[src/rtl/pipelined_control_unit.sv]
// ID-stage main decoder with ID/EX control register, load-use stall detection
// and branch/jump squashing over FLUSH_DEPTH consecutive ID slots.
//
// state    | meaning
// ST_RUN   | normal issue; squash only on a redirect seen this cycle
// ST_FLUSH | squashing the remaining slots after a redirect; cnt counts them down
module pipelined_control_unit #(
  parameter int OPCODE_W    = 6,
  parameter int REG_ADDR_W  = 5,
  parameter int FLUSH_DEPTH = 1
) (
  input  logic                  clk,
  input  logic                  rst,
  input  logic                  id_valid,
  input  logic [OPCODE_W-1:0]   id_opcode,
  input  logic [REG_ADDR_W-1:0] id_rs,
  input  logic [REG_ADDR_W-1:0] id_rt,
  input  logic                  ex_branch_taken,
  output logic                  ex_reg_dst,
  output logic                  ex_branch,
  output logic                  ex_mem_read,
  output logic                  ex_mem_to_reg,
  output logic                  ex_mem_write,
  output logic                  ex_alu_src,
  output logic                  ex_reg_write,
  output logic                  ex_jump,
  output logic [1:0]            ex_alu_op,
  output logic                  ex_valid,
  output logic [REG_ADDR_W-1:0] ex_rt,
  output logic                  pc_write_en,
  output logic                  if_id_write_en,
  output logic                  if_id_flush,
  output logic                  illegal_op
);

  localparam int CNT_W = $clog2(FLUSH_DEPTH + 1);
  localparam logic [CNT_W-1:0] CNT_LOAD = CNT_W'(FLUSH_DEPTH - 1);
  localparam logic [CNT_W-1:0] CNT_ONE  = CNT_W'(1);

  typedef enum logic {ST_RUN, ST_FLUSH} state_t;

  typedef struct packed {
    logic       reg_dst;
    logic       branch;
    logic       mem_read;
    logic       mem_to_reg;
    logic       mem_write;
    logic       alu_src;
    logic       reg_write;
    logic       jump;
    logic [1:0] alu_op;
  } ctrl_t;

  state_t                state_q, state_d;
  logic [CNT_W-1:0]      cnt_q, cnt_d;
  ctrl_t                 ctrl_q, ctrl_d, dec;
  logic                  valid_q, valid_d;
  logic [REG_ADDR_W-1:0] rt_q, rt_d;
  logic                  illegal_q, illegal_d;
  logic                  legal, stall, redirect, squash;
  logic [5:0]            op6;

  assign op6 = id_opcode[5:0];

  always_comb begin
    dec   = '0;
    legal = 1'b1;
    case (op6)
      6'b000000: begin dec.reg_dst = 1'b1; dec.reg_write = 1'b1; dec.alu_op = 2'b10; end
      6'b100011: begin
        dec.mem_read   = 1'b1;
        dec.mem_to_reg = 1'b1;
        dec.alu_src    = 1'b1;
        dec.reg_write  = 1'b1;
      end
      6'b101011: begin dec.mem_write = 1'b1; dec.alu_src = 1'b1; end
      6'b000100: begin dec.branch = 1'b1; dec.alu_op = 2'b01; end
      6'b001000: begin dec.alu_src = 1'b1; dec.reg_write = 1'b1; end
      6'b000010: dec.jump = 1'b1;
      default:   legal = 1'b0;
    endcase
  end

  // Register 0 never carries a loaded value, so a load into it cannot hazard.
  assign stall = id_valid & valid_q & ctrl_q.mem_read & (rt_q != '0) &
                 ((rt_q == id_rs) | (rt_q == id_rt));
  assign redirect = ex_branch_taken | (valid_q & ctrl_q.jump);
  assign squash   = redirect | (state_q == ST_FLUSH);

  always_comb begin
    state_d = state_q;
    cnt_d   = cnt_q;
    if (state_q == ST_RUN) begin
      if (redirect && (FLUSH_DEPTH > 1)) begin
        state_d = ST_FLUSH;
        cnt_d   = CNT_LOAD;
      end
    end else if (redirect) begin
      cnt_d = CNT_LOAD;
    end else begin
      cnt_d = cnt_q - CNT_ONE;
      if (cnt_q == CNT_ONE) state_d = ST_RUN;
    end
  end

  always_comb begin
    ctrl_d         = '0;
    valid_d        = 1'b0;
    rt_d           = '0;
    pc_write_en    = 1'b1;
    if_id_write_en = 1'b1;
    if_id_flush    = 1'b0;
    if (squash) begin
      if_id_flush = 1'b1;
    end else if (stall) begin
      pc_write_en    = 1'b0;
      if_id_write_en = 1'b0;
    end else if (id_valid) begin
      ctrl_d  = dec;
      valid_d = legal;
      rt_d    = id_rt;
    end
    illegal_d = illegal_q | (id_valid & ~legal & ~squash);
  end

  always_ff @(posedge clk or posedge rst) begin
    if (rst) begin
      state_q   <= ST_RUN;
      cnt_q     <= '0;
      ctrl_q    <= '0;
      valid_q   <= 1'b0;
      rt_q      <= '0;
      illegal_q <= 1'b0;
    end else begin
      state_q   <= state_d;
      cnt_q     <= cnt_d;
      ctrl_q    <= ctrl_d;
      valid_q   <= valid_d;
      rt_q      <= rt_d;
      illegal_q <= illegal_d;
    end
  end

  assign ex_reg_dst    = ctrl_q.reg_dst;
  assign ex_branch     = ctrl_q.branch;
  assign ex_mem_read   = ctrl_q.mem_read;
  assign ex_mem_to_reg = ctrl_q.mem_to_reg;
  assign ex_mem_write  = ctrl_q.mem_write;
  assign ex_alu_src    = ctrl_q.alu_src;
  assign ex_reg_write  = ctrl_q.reg_write;
  assign ex_jump       = ctrl_q.jump;
  assign ex_alu_op     = ctrl_q.alu_op;
  assign ex_valid      = valid_q;
  assign ex_rt         = rt_q;
  assign illegal_op    = illegal_q;

endmodule

[config.mk]
export PLATFORM = sky130hd
export DESIGN_NAME = pipelined_control_unit
export DESIGN_NICKNAME = d
export VERILOG_FILES = /design/src/rtl/pipelined_control_unit.sv
export SDC_FILE = /design/constraint.sdc
export NUM_CORES = 1
export LEC_CHECK = 0
export CORE_MARGIN = 2
export CORE_UTILIZATION = 40
export CTS_CLUSTER_DIAMETER = 50
export DETAILED_ROUTE_END_ITERATION = 10
export GPL_TIMING_DRIVEN = 0
export PLACE_DENSITY = 0.88
export SKIP_CTS_REPAIR_TIMING = 1
export SYNTH_ARGS = -nofsm -noshare
export SYNTH_HDL_FRONTEND = slang
export SYNTH_SLANG_ARGS = --single-unit
export TNS_END_PERCENT = 5
[constraint.sdc]
create_clock -name clk -period 1.8 [get_ports clk]
set_input_delay 0.27 -clock clk [delete_from_list [all_inputs] [get_ports clk]]
set_output_delay 0.27 -clock clk [all_outputs]
set_load 0.02 [all_outputs]
==> results of run 1 <==
placed cells by master (no fill, tap or decap), drive strengths merged:
| master | n |
|---|---|
| and2 | 1 |
| nor4 | 1 |
| inv | 3 |
| nor2 | 2 |
| a211oi | 4 |
| dfrtp | 17 |
| a31oi | 1 |
| a21boi | 1 |
| or4 | 1 |
| a21oi | 14 |
| clkdlybuf4s50 | 34 |
| o21ai | 2 |
| and2b | 1 |
| dlymetal6s2s | 3 |
| o21bai | 1 |
| nand2 | 11 |
| nand4b | 2 |
| a2111o | 1 |
| o22ai | 1 |
| nand3 | 7 |
| clkbuf | 5 |
| buf | 10 |
| nor3 | 3 |
| nor3b | 1 |
| xnor2 | 10 |
layout make-up:
| class | count | area [um^2] |
|---|---|---|
| clock buffers | 4 | 26.3 |
| multi-input cells | 65 | 478 |
| plain buffers | 7 | 53.8 |
| well taps | 28 | 35.0 |
| fillers | 154 | 702 |
| inverters | 3 | 11.3 |
| repair buffers | 41 | 412 |
| flip-flops and latches | 17 | 430 |
critical path, cell delays in order, from the launching register on:
cell	delay [ns]
dfrtp_2	0.46
nor3_1	0.42
a21oi_4	0.15
buf_4	0.21
nand3_4	0.09
dlymetal6s2s_1	0.22
power by group:
| group | switching (mW) | internal [mW] |
|---|---|---|
| clock | 0.116 | 0.0863 |
| combinational | 0.0774 | 0.0866 |
| sequential | 0.00894 | 0.388 |
synthesized netlist by cell type:
library cell,count
buf_4,3
a21boi_0,1
a21oi_1,13
nor3b_1,1
inv_1,3
clkbuf_1,1
nor4_1,1
a31oi_1,1
a2111o_1,1
and2b_2,1
dfrtp_1,17
o21ai_0,2
or4_1,1
xnor2_1,10
and2_1,1
o22ai_2,1
nor3_1,3
nand4b_1,2
a211oi_2,1
a21oi_2,1
o21bai_1,1
buf_2,3
nand2_1,11
nor2_1,2
a211oi_1,3
nand3_1,7
kinds of logic after synthesis:
| family | Yosys count | share of synthesized area (%) |
|---|---|---|
| AOI/OAI and AO/OA | 25 | 18.6 |
| xor gates and xnor gates | 10 | 9.93 |
| buffers and inverters | 10 | 5.96 |
| DFF | 17 | 48.2 |
| and+or+nand+nor | 30 | 17.3 |
per-stage QoR:
step / power [mW] / TNS (ns) / utilization (%)
finish: 0.762 / -0.779 / 67.3
floorplan: 0.468 / 0 / -
CTS: 0.736 / -1.67 / 62.3
detailed placement: 0.543 / -1.79 / 61.0
global placement: 0.538 / -1.51 / 61.0
global route: 0.794 / -0.948 / 67.3
worst max path at each step:
stage | endpoint | slack (ns) | depth (start not counted)
floorplan | pc_write_en | 0.006 | 6
global placement | pc_write_en | -0.75 | 8
detailed placement | pc_write_en | -0.82 | 8
CTS | pc_write_en | -0.82 | 8
global route | pc_write_en | -0.35 | 7
finish | if_id_write_en | -0.31 | 5
flip-flops by register name, indices dropped and copies added, names as in the netlist:
| name | flops |
|---|---|
| cnt_q | 1 |
| ex_alu_op | 2 |
| ex_alu_src | 1 |
| ex_jump | 1 |
| ex_mem_read | 1 |
| ex_mem_write | 1 |
| ex_reg_dst | 1 |
| ex_reg_write | 1 |
| ex_rt | 5 |
| ex_valid | 1 |
| illegal_op | 1 |
| state_q | 1 |
layer usage:
layer	global-route usage (%)	up-vias	routed length, um
met5	0	-	0
met1	23.8	390	974
li1	-	410	-
met4	8.11	0	40
met2	31.4	45	1260
met3	0.877	7	141
==> Flow_metrics.wiki, run 1 <==
{| class="wikitable"
! Metric !! Value
|-
| Register bit count reported by yosys || 17
|-
| Routability cong. || 0.863
|-
| Final min period || 2.11 ns
|-
| Deepest clock path buffer count || 2
|-
| Antenna violations before repair || 0
|-
| Maximum number of pins on one net before global-route repair || 18
|-
| DP Worst Slack || -0.818 ns
|-
| Count of unresolved DRC violations after routing || 0
|-
| Antenna-violating nets left || 0
|-
| LEAKAGE || a little under 0.6 nW
|-
| Cell count after placement || 158
|-
| Setup slack of the most critical reg-to-reg path || approximately 0.2 ns
|-
| Data required time of the worst path || about 1.5 ns
|-
| Crit end category || output pin
|-
| Worst Path Max Fanout || 10
|-
| Worst reg-to-reg path cell count || 5
|-
| Transition time at the pin with the least slew margin || about 0.63 ns
|-
| Synth-to-Final Area Change || 64.0%
|-
| Maximum ir drop on the vdd rail || ~0.35 mV
|-
| Post-Synthesis Mean Instance Area || 9.59 um^2
|-
| GRT Overall Usage || roughly 18%
|-
| Setup repair after global routing missed its margin || yes
|-
| Maximum clock frequency || 474 MHz
|-
| Kind of critical path || flop to output pin
|-
| Number of rows in the core area || 17
|-
| Port Buf Inserts || 38
|-
| Clock latency on the worst-skew pair || 0.29 ns
|-
| Arr. time, crit path || 1.84 ns
|-
| Vias in the first global route || 766
|-
| Hold Violations, Final || 0
|-
| H-tree depth || 1
|-
| Count of boundary I/O pins || 40
|-
| Total Die Area || between 0.002 and 0.003 mm^2
|-
| Status || finished with violations
|-
| Top cell type's share of synthesized area || 48.2%
|-
| Antenna diode count || 0
|-
| Unique masters post-synth || 26
|-
| Initial standard-cell utilization of the core || roughly 41%
|-
| Die width || 51.0 um
|-
| Cell count after synthesis || 92
|-
| Half-perimeter wire length after detailed placement || 1.75 mm
|-
| Vert. Die Dim || 51.0 um
|-
| CTS tree || built
|-
| Terminus of the critical flop-to-flop path || ex_mem_write
|-
| R2R Path Start || ex_jump
|-
| Headroom to the max-slew limit || 58.1%
|-
| Average wire length per cell after detail routing || 14.6 um
|-
| Cell accounting for the most synthesized area || dfrtp_1
|-
| Vias per cell || just over 5
|-
| Final instance area || approximately 0.0014 mm^2
|-
| Wire length of the first global-routing pass || between 3 and 4 mm
|-
| Areal power density over the cells || 527 mW/mm^2
|-
| Number of slew-limit violations in the final report || 0
|-
| Synthesized netlist net count || about 110
|-
| Worst setup margin || -0.309 ns
|-
| Core area || 0.00215 mm^2
|-
| Overall overflow remaining after global route || 0
|-
| 1st-iter DRT viols || 28
|-
| Nets@finish || 158
|-
| Number of sinks handled by clock tree synthesis || 17
|-
| # setup viols final || 3
|-
| Total detailed-routing wirelength || 2.41 mm
|-
| Root Buffer Master || clkbuf_4
|-
| Instance area after placement || 0.00131 mm^2
|-
| Share of synthesized area occupied by flip-flops and latches || 48.2%
|-
| Count of yosys warnings during synthesis || 0
|-
| Path class of the lowest-slack min-delay path || input pin to flop
|-
| TritonCTS buffer count || 3
|-
| Max Cap Violations || 0
|-
| Final Cycle Share || 117%
|-
| Failing checks || negative setup slack
|-
| Start point of the critical path || ex_rt[0]
|-
| Detailed-routing iteration count for the pre-antenna-repair pass || 5
|-
| Kind of start point of the critical path || flop
|-
| Start point of the worst min-delay path || id_rt[2]
|-
| Number of vias in the routed layout || 852
|-
| Mapped cell area || 882 um^2
|-
| Final Non-Filler Cells || 165
|-
| Clock slew seen by the registers of the worst setup and hold paths || 0.09 ns
|-
| Endpoint, Worst Hold || ex_rt[2]
|-
| Hold path cells || 3
|-
| Max Clock Skew || 0.000561 ns
|-
| Fraction of layout cells with a size suffix above 1 || 20.4%
|-
| Worst hold slack across all endpoints || 0.267 ns
|-
| Synth area leaders || dfrtp_1, xnor2_1, a21oi_1
|}
No activity file was read; power rests on OpenSTA's default activity.
==> inputs of run 2 (changes only) <==
MAX_ROUTING_LAYER = met4   (was default)
SKIP_LAST_GASP = 1   (was default)
==> run 2 against run 1 <==
  * The flow still finishes with violations (negative setup slack)
  * Critical path depth increased by 3
  * Total power hardly changed
  * Design area stayed put
  * Maximum frequency up 0.78%
  * Sequential share of layout area unchanged
  * Global-route usage increased by 0.49 points
  * Combinational power barely moved
  * Hold slack gained 0.00077 ns
  * Via count increased by 1.2%
  * Critical endpoint is now pc_write_en
==> Flow_metrics.wiki, run 2 (synthesis results as in run 1) <==
{| class="wikitable"
! Metric !! Value
|-
| 1st-iter DRT viols || 21
|-
| Max reg flops || 5
|-
| Arr. time, crit path || between 1.5 and 2 ns
|-
| Count of boundary I/O pins || 40
|-
| Start point of the worst min-delay path || id_rt[2]
|-
| Half-perimeter wire length after detailed placement || between 1.5 and 2 mm
|-
| Count of unresolved DRC violations after routing || 0
|-
| Nets@finish || 158
|-
| Cell count after placement || around 160
|-
| TritonCTS buffer count || 3
|-
| Crit path largest cell delay || 0.56 ns
|-
| Port Buf Inserts || 38
|-
| Average wire length per cell after detail routing || 14.6 um
|-
| Max Cap Violations || 0
|-
| Number of gates on the worst path with buffers counted || 8
|-
| Hold path cells || 3
|-
| Path class of the lowest-slack min-delay path || input pin to flop
|-
| Start point of the critical path || id_rt[4]
|-
| CP delay by family, top || buffers and inverters
|-
| Cell repeated most along the worst path || buf_6
|-
| Max Clock Skew || 0.000758 ns
|-
| Antenna-violating nets left || 0
|-
| Wire length of the first global-routing pass || ~3.5 mm
|-
| Worst reg-to-reg path cell count || 5
|-
| Root Buffer Master || clkbuf_4
|-
| Synth-to-Final Area Change || 64.0%
|-
| # fillers || 154
|-
| Number of slew-limit violations in the final report || 0
|-
| LEAKAGE || roughly 0.6 nW
|-
| Antenna diode count || 0
|-
| Overall overflow remaining after global route || 0
|-
| Clock slew seen by the registers of the worst setup and hold paths || 0.09 ns
|-
| Worst Path Max Fanout || 4
|-
| Fraction of layout cells with a size suffix above 1 || 20.4%
|-
| Die width || 51.0 um
|-
| Routability cong. || 0.877
|-
| Crit end category || output pin
|-
| CTS tree || built
|-
| Core area || 0.00215 mm^2
|-
| Number of sinks handled by clock tree synthesis || 17
|-
| Kind of start point of the critical path || input pin
|-
| Maximum number of pins on one net before global-route repair || 18
|-
| H-tree depth || 1
|-
| Vias per cell || roughly 5.2
|-
| Kind of critical path || input pin to output pin
|-
| Initial standard-cell utilization of the core || between 40% and 50%
|-
| Setup repair after global routing missed its margin || yes
|-
| GRT Overall Usage || between 10% and 20%
|-
| Total detailed-routing wirelength || 2.41 mm
|-
| Hold Violations, Final || 0
|-
| Final Non-Filler Cells || 165
|-
| Detailed-routing iteration count for the pre-antenna-repair pass || 4
|-
| Cell-by-cell trace of the critical path || clkdlybuf4s50_1, xnor2_2, nand3_2, o22ai_4, buf_6, nand3_4, buf_6, buf_6
|-
| Areal power density over the cells || 527 mW/mm^2
|-
| Data required time of the worst path || 1.53 ns
|-
| Maximum ir drop on the vdd rail || ~0.35 mV
|-
| Post-layout total power || 0.762 mW
|-
| Status || finished with violations
|-
| Vert. Die Dim || around 51 um
|-
| Total Die Area || 0.00260 mm^2
|-
| Failing checks || negative setup slack
|-
| Most frequent cells in the layout || clkdlybuf4s50_1, dfrtp_1, a21oi_1
|-
| Clock latency on the worst-skew pair || 0.29 ns
|-
| Vias in the first global route || 765
|-
| Transition time at the pin with the least slew margin || 0.631 ns
|-
| Final Cycle Share || 116%
|-
| Deepest clock path buffer count || 2
|-
| Headroom to the max-slew limit || between 50% and 60%
|-
| Antenna violations before repair || 0
|-
| Cell with the largest stage delay on the worst path || clkdlybuf4s50_1
|-
| Worst hold slack across all endpoints || 0.268 ns
|-
| # setup viols final || 3
|-
| Number of rows in the core area || 17
|-
| Maximum clock frequency || 478 MHz
|-
| TNS Setup || -0.732 ns
|-
| Most common library cell in the layout ignoring fill and taps || clkdlybuf4s50_1
|-
| Worst setup margin || -0.293 ns
|-
| R2R Path Start || ex_jump
|-
| Buffers and inverters on the worst path || 4
|-
| Final min period || 2.09 ns
|-
| Number of vias in the routed layout || between 800 and 900
|}
==> run 2: cell counts in the layout (fill, tap and decap cells not counted) <==
Identical to the previous run, type by type.
==> run 2: worst register-to-register path, cell delays in order, from the launching register on <==
cell	delay, ns
dfrtp_1	0.44
a211oi_4	0.35
and2_1	0.23
buf_2	0.23
nand3_1	0.11
a21oi_1	0.15
==> run 2: path summary, 6_finish.rpt <==
check	end	slack, ns
setup reg to reg	ex_mem_write	0.21
setup / recovery	pc_write_en	-0.29
max in group asynchronous	ex_rt[0]	1.00
hold reg to reg	illegal_op	0.49
hold / removal	ex_rt[2]	0.27
min in group asynchronous	ex_alu_op[1]	0.36
==> run 2: final cells by class <==
cell class / instances / area (um^2) / area share, %
Clock buffer: 4 / 26.3 / 1.82
Multi-Input combinational cell: 65 / 478 / 33.0
Inverter: 3 / 11.3 / 0.779
Timing Repair Buffer: 41 / 412 / 28.5
Buffer: 7 / 53.8 / 3.72
Sequential cell: 17 / 430 / 29.8
Tap cell: 28 / 35.0 / 2.42
==> run 2: metrics by stage <==
| stage | utilization, % | worst slack [ns] | instance area, um^2 |
|---|---|---|---|
| floorplan | - | 0.00627 | 896 |
| global placement | 61.0 | -0.750 | 1310 |
| finish | 67.3 | -0.293 | 1450 |
| global route | 67.3 | -0.350 | 1450 |
| CTS | 62.3 | -0.817 | 1340 |
| detailed placement | 61.0 | -0.818 | 1310 |
==> run 2: power breakdown <==
part           internal (mW)  switching, mW
Clock                 0.0863          0.115
Sequential             0.388        0.00889
Combinational         0.0866         0.0771
Total                  0.561          0.201
==> run 2: routing by layer <==
layer / global-route usage [%] / routed length, um / up-vias
li1: - / - / 411
met1: 23.8 / 989 / 408
met2: 31.4 / 1260 / 38
met3: 0.877 / 113 / 5
met4: 8.11 / 39 / 0
met5: - / 0 / -
==> inputs of run 3 (changes only) <==
SETUP_SLACK_MARGIN = 0.4   (was default)
==> run 3 against run 2 <==
  * The flow still finishes with violations (negative setup slack)
  * Register-to-register slack worse by 0.13 ns
  * Utilization is 3.3 points higher
  * Clock-buffer cell count is 1 lower
  * First-iteration DRC count is 4.8% lower
  * Total power is 3.7% higher
  * Maximum frequency is 2.4% lower
  * Non-clock buffer count is 5 higher
==> Flow_metrics.wiki, run 3 (synthesis results as in run 1) <==
{| class="wikitable"
! Metric !! Value
|-
| # setup viols final || 3
|-
| Final instance area || 0.00152 mm^2
|-
| Sequential cell fraction of total power || 50.5%
|-
| Flip-flop and latch area || 433 um^2
|-
| Instance area after placement || 0.00134 mm^2
|-
| Area of combinational cells with multiple inputs || 509 um^2
|-
| Status || finished with violations
|-
| Total Die Area || ~0.0026 mm^2
|-
| Total detailed-routing wirelength || 3.15 mm
|-
| Switching Power || 0.225 mW
|-
| Combinational Power Share || 23.0%
|-
| Maximum number of pins on one net before global-route repair || 18
|-
| Max Clock Skew || around 0.015 ns
|-
| Max reg flops || 5
|-
| Synth-to-Final Area Change || 71.9%
|-
| Data required time of the worst path || 1.53 ns
|-
| Kind of critical path || input pin to output pin
|-
| R2R Path Start || ex_valid
|-
| Antenna-violating nets left || 0
|-
| Vias in the first global route || 790
|-
| Start point of the critical path || id_rt[3]
|-
| Die width || 51.0 um
|-
| Failing checks || negative setup slack
|-
| Number of vias in the routed layout || 960
|-
| 1st-iter DRT viols || 20
|-
| Number of slew-limit violations in the final report || 0
|-
| Worst Path Max Fanout || 5
|-
| H-tree depth || 1
|-
| Cell-by-cell trace of the critical path || clkdlybuf4s50_1, xnor2_2, nand2_1, o22ai_4, buf_6, nand3_4, buf_6, clkbuf_2
|-
| Average wire length per cell after detail routing || around 19 um
|-
| Wire length of the first global-routing pass || 3.62 mm
|-
| Clock slew seen by the registers of the worst setup and hold paths || approximately 0.09 ns
|-
| Nets@finish || 163
|-
| # fillers || ~140
|-
| Routability cong. || 0.828
|-
| Crit end category || output pin
|-
| CTS tree || built
|-
| Number of sinks handled by clock tree synthesis || 17
|-
| Arr. time, crit path || 1.87 ns
|-
| Path class of the lowest-slack min-delay path || input pin to flop
|-
| Root Buffer Master || clkbuf_4
|-
| Final min period || roughly 2.1 ns
|-
| Buffers and inverters on the worst path || 4
|-
| Maximum ir drop on the vdd rail || 0.360 mV
|-
| TritonCTS buffer count || 3
|-
| Kind of start point of the critical path || input pin
|-
| Count of boundary I/O pins || 40
|-
| Port Buf Inserts || 38
|-
| Clock latency on the worst-skew pair || about 0.30 ns
|-
| Cell with the largest stage delay on the worst path || clkdlybuf4s50_1
|-
| Core area || 0.00215 mm^2
|-
| Most common library cell in the layout ignoring fill and taps || clkdlybuf4s50_1
|-
| Deepest clock path buffer count || 2
|-
| Detailed-routing iteration count for the pre-antenna-repair pass || 4
|-
| Number of rows in the core area || 17
|-
| DP Worst Slack || -0.752 ns
|-
| Cell count after placement || roughly 160
|-
| Most frequent cells in the layout || clkdlybuf4s50_1, a21oi_1, nand2_1, dfrtp_1, buf_4
|-
| Fraction of power spent switching nets || 28.4%
|-
| GRT Overall Usage || between 15 and 20%
|-
| LEAKAGE || 0.626 nW
|-
| Headroom to the max-slew limit || 56.5%
|-
| Cell internal power dissipation || 0.565 mW
|-
| Setup repair after global routing missed its margin || yes
|-
| Overall overflow remaining after global route || 0
|-
| CP delay by family, top || buffers and inverters
|-
| Count of unresolved DRC violations after routing || 0
|-
| Maximum clock frequency || 466 MHz
|-
| Antenna diode count || 0
|-
| Max Cap Violations || 0
|-
| Vert. Die Dim || 51.0 um
|-
| Final Non-Filler Cells || 170
|-
| Worst setup margin || -0.344 ns
|-
| Post-layout total power || around 0.79 mW
|-
| Hold Violations, Final || 0
|-
| Areal power density over the cells || 521 mW/mm^2
|-
| Utilization of the core after routing || 70.6%
|-
| Final Cycle Share || 119%
|-
| Clock group share of total power || approximately a quarter
|-
| Fraction of layout cells with a size suffix above 1 || 28.2%
|-
| Initial standard-cell utilization of the core || about two fifths
|-
| Vias per cell || 5.65
|-
| Antenna violations before repair || 0
|-
| Cell repeated most along the worst path || buf_6
|-
| Start point of the worst min-delay path || id_rt[2]
|-
| Crit path largest cell delay || ~0.51 ns
|-
| Transition time at the pin with the least slew margin || 0.651 ns
|}
==> run 3: changes by cell type in the layout (fill, tap and decap cells not counted), sizes merged <==
cell	delta
buf	+4
clkinv	+1
==> run 3: tightest hold or removal path: stages <==
cell,delay (ns)
dlymetal6s2s_1,0.16
nand2_1,0.07
a21oi_1,0.03
==> run 3: routing by layer <==
metal	part of all wire, %	vias to the layer above	GRT usage (%)
met5	0	-	-
met4	1.0	0	7.21
met3	5.1	6	3.80
met2	53	50	33.1
met1	41	481	22.6
li1	-	423	-
==> run 3: final timing paths <==
kind / cells past startpoint / endpoint / slack (ns)
worst max-delay path: 8 / pc_write_en / -0.34
worst min-delay path: 3 / ex_rt[2] / 0.28
worst max register to register: 5 / ex_reg_write / 0.08
worst min register to register: 1 / state_q / 0.49
max in group asynchronous: 2 / ex_rt[1] / 0.96
min in group asynchronous: 2 / ex_reg_dst / 0.36
==> run 3: power groups by stage <==
stage,combinational (mW),sequential [mW],clock (mW)
finish,0.182,0.399,0.210
global route,0.192,0.400,0.232
CTS,0.148,0.395,0.203
detailed placement,0.147,0.403,0
global placement,0.142,0.402,0
floorplan,0.0652,0.408,0
==> run 3: per-stage QoR <==
step	TNS, ns	hold slack (ns)
floorplan	0	0.196
global route	-1.02	0.271
global placement	-1.44	0.441
detailed placement	-1.87	0.468
CTS	-1.64	0.348
finish	-0.828	0.279
==> run 3: layout make-up <==
type	count	area share [%]
repair buffers	46	29.2
well taps	28	2.31
inverters	3	0.743
plain buffers	7	3.80
multi-input cells	65	33.6
clock inverters	1	0.330
clock buffers	3	1.49
flip-flops and latches	17	28.5
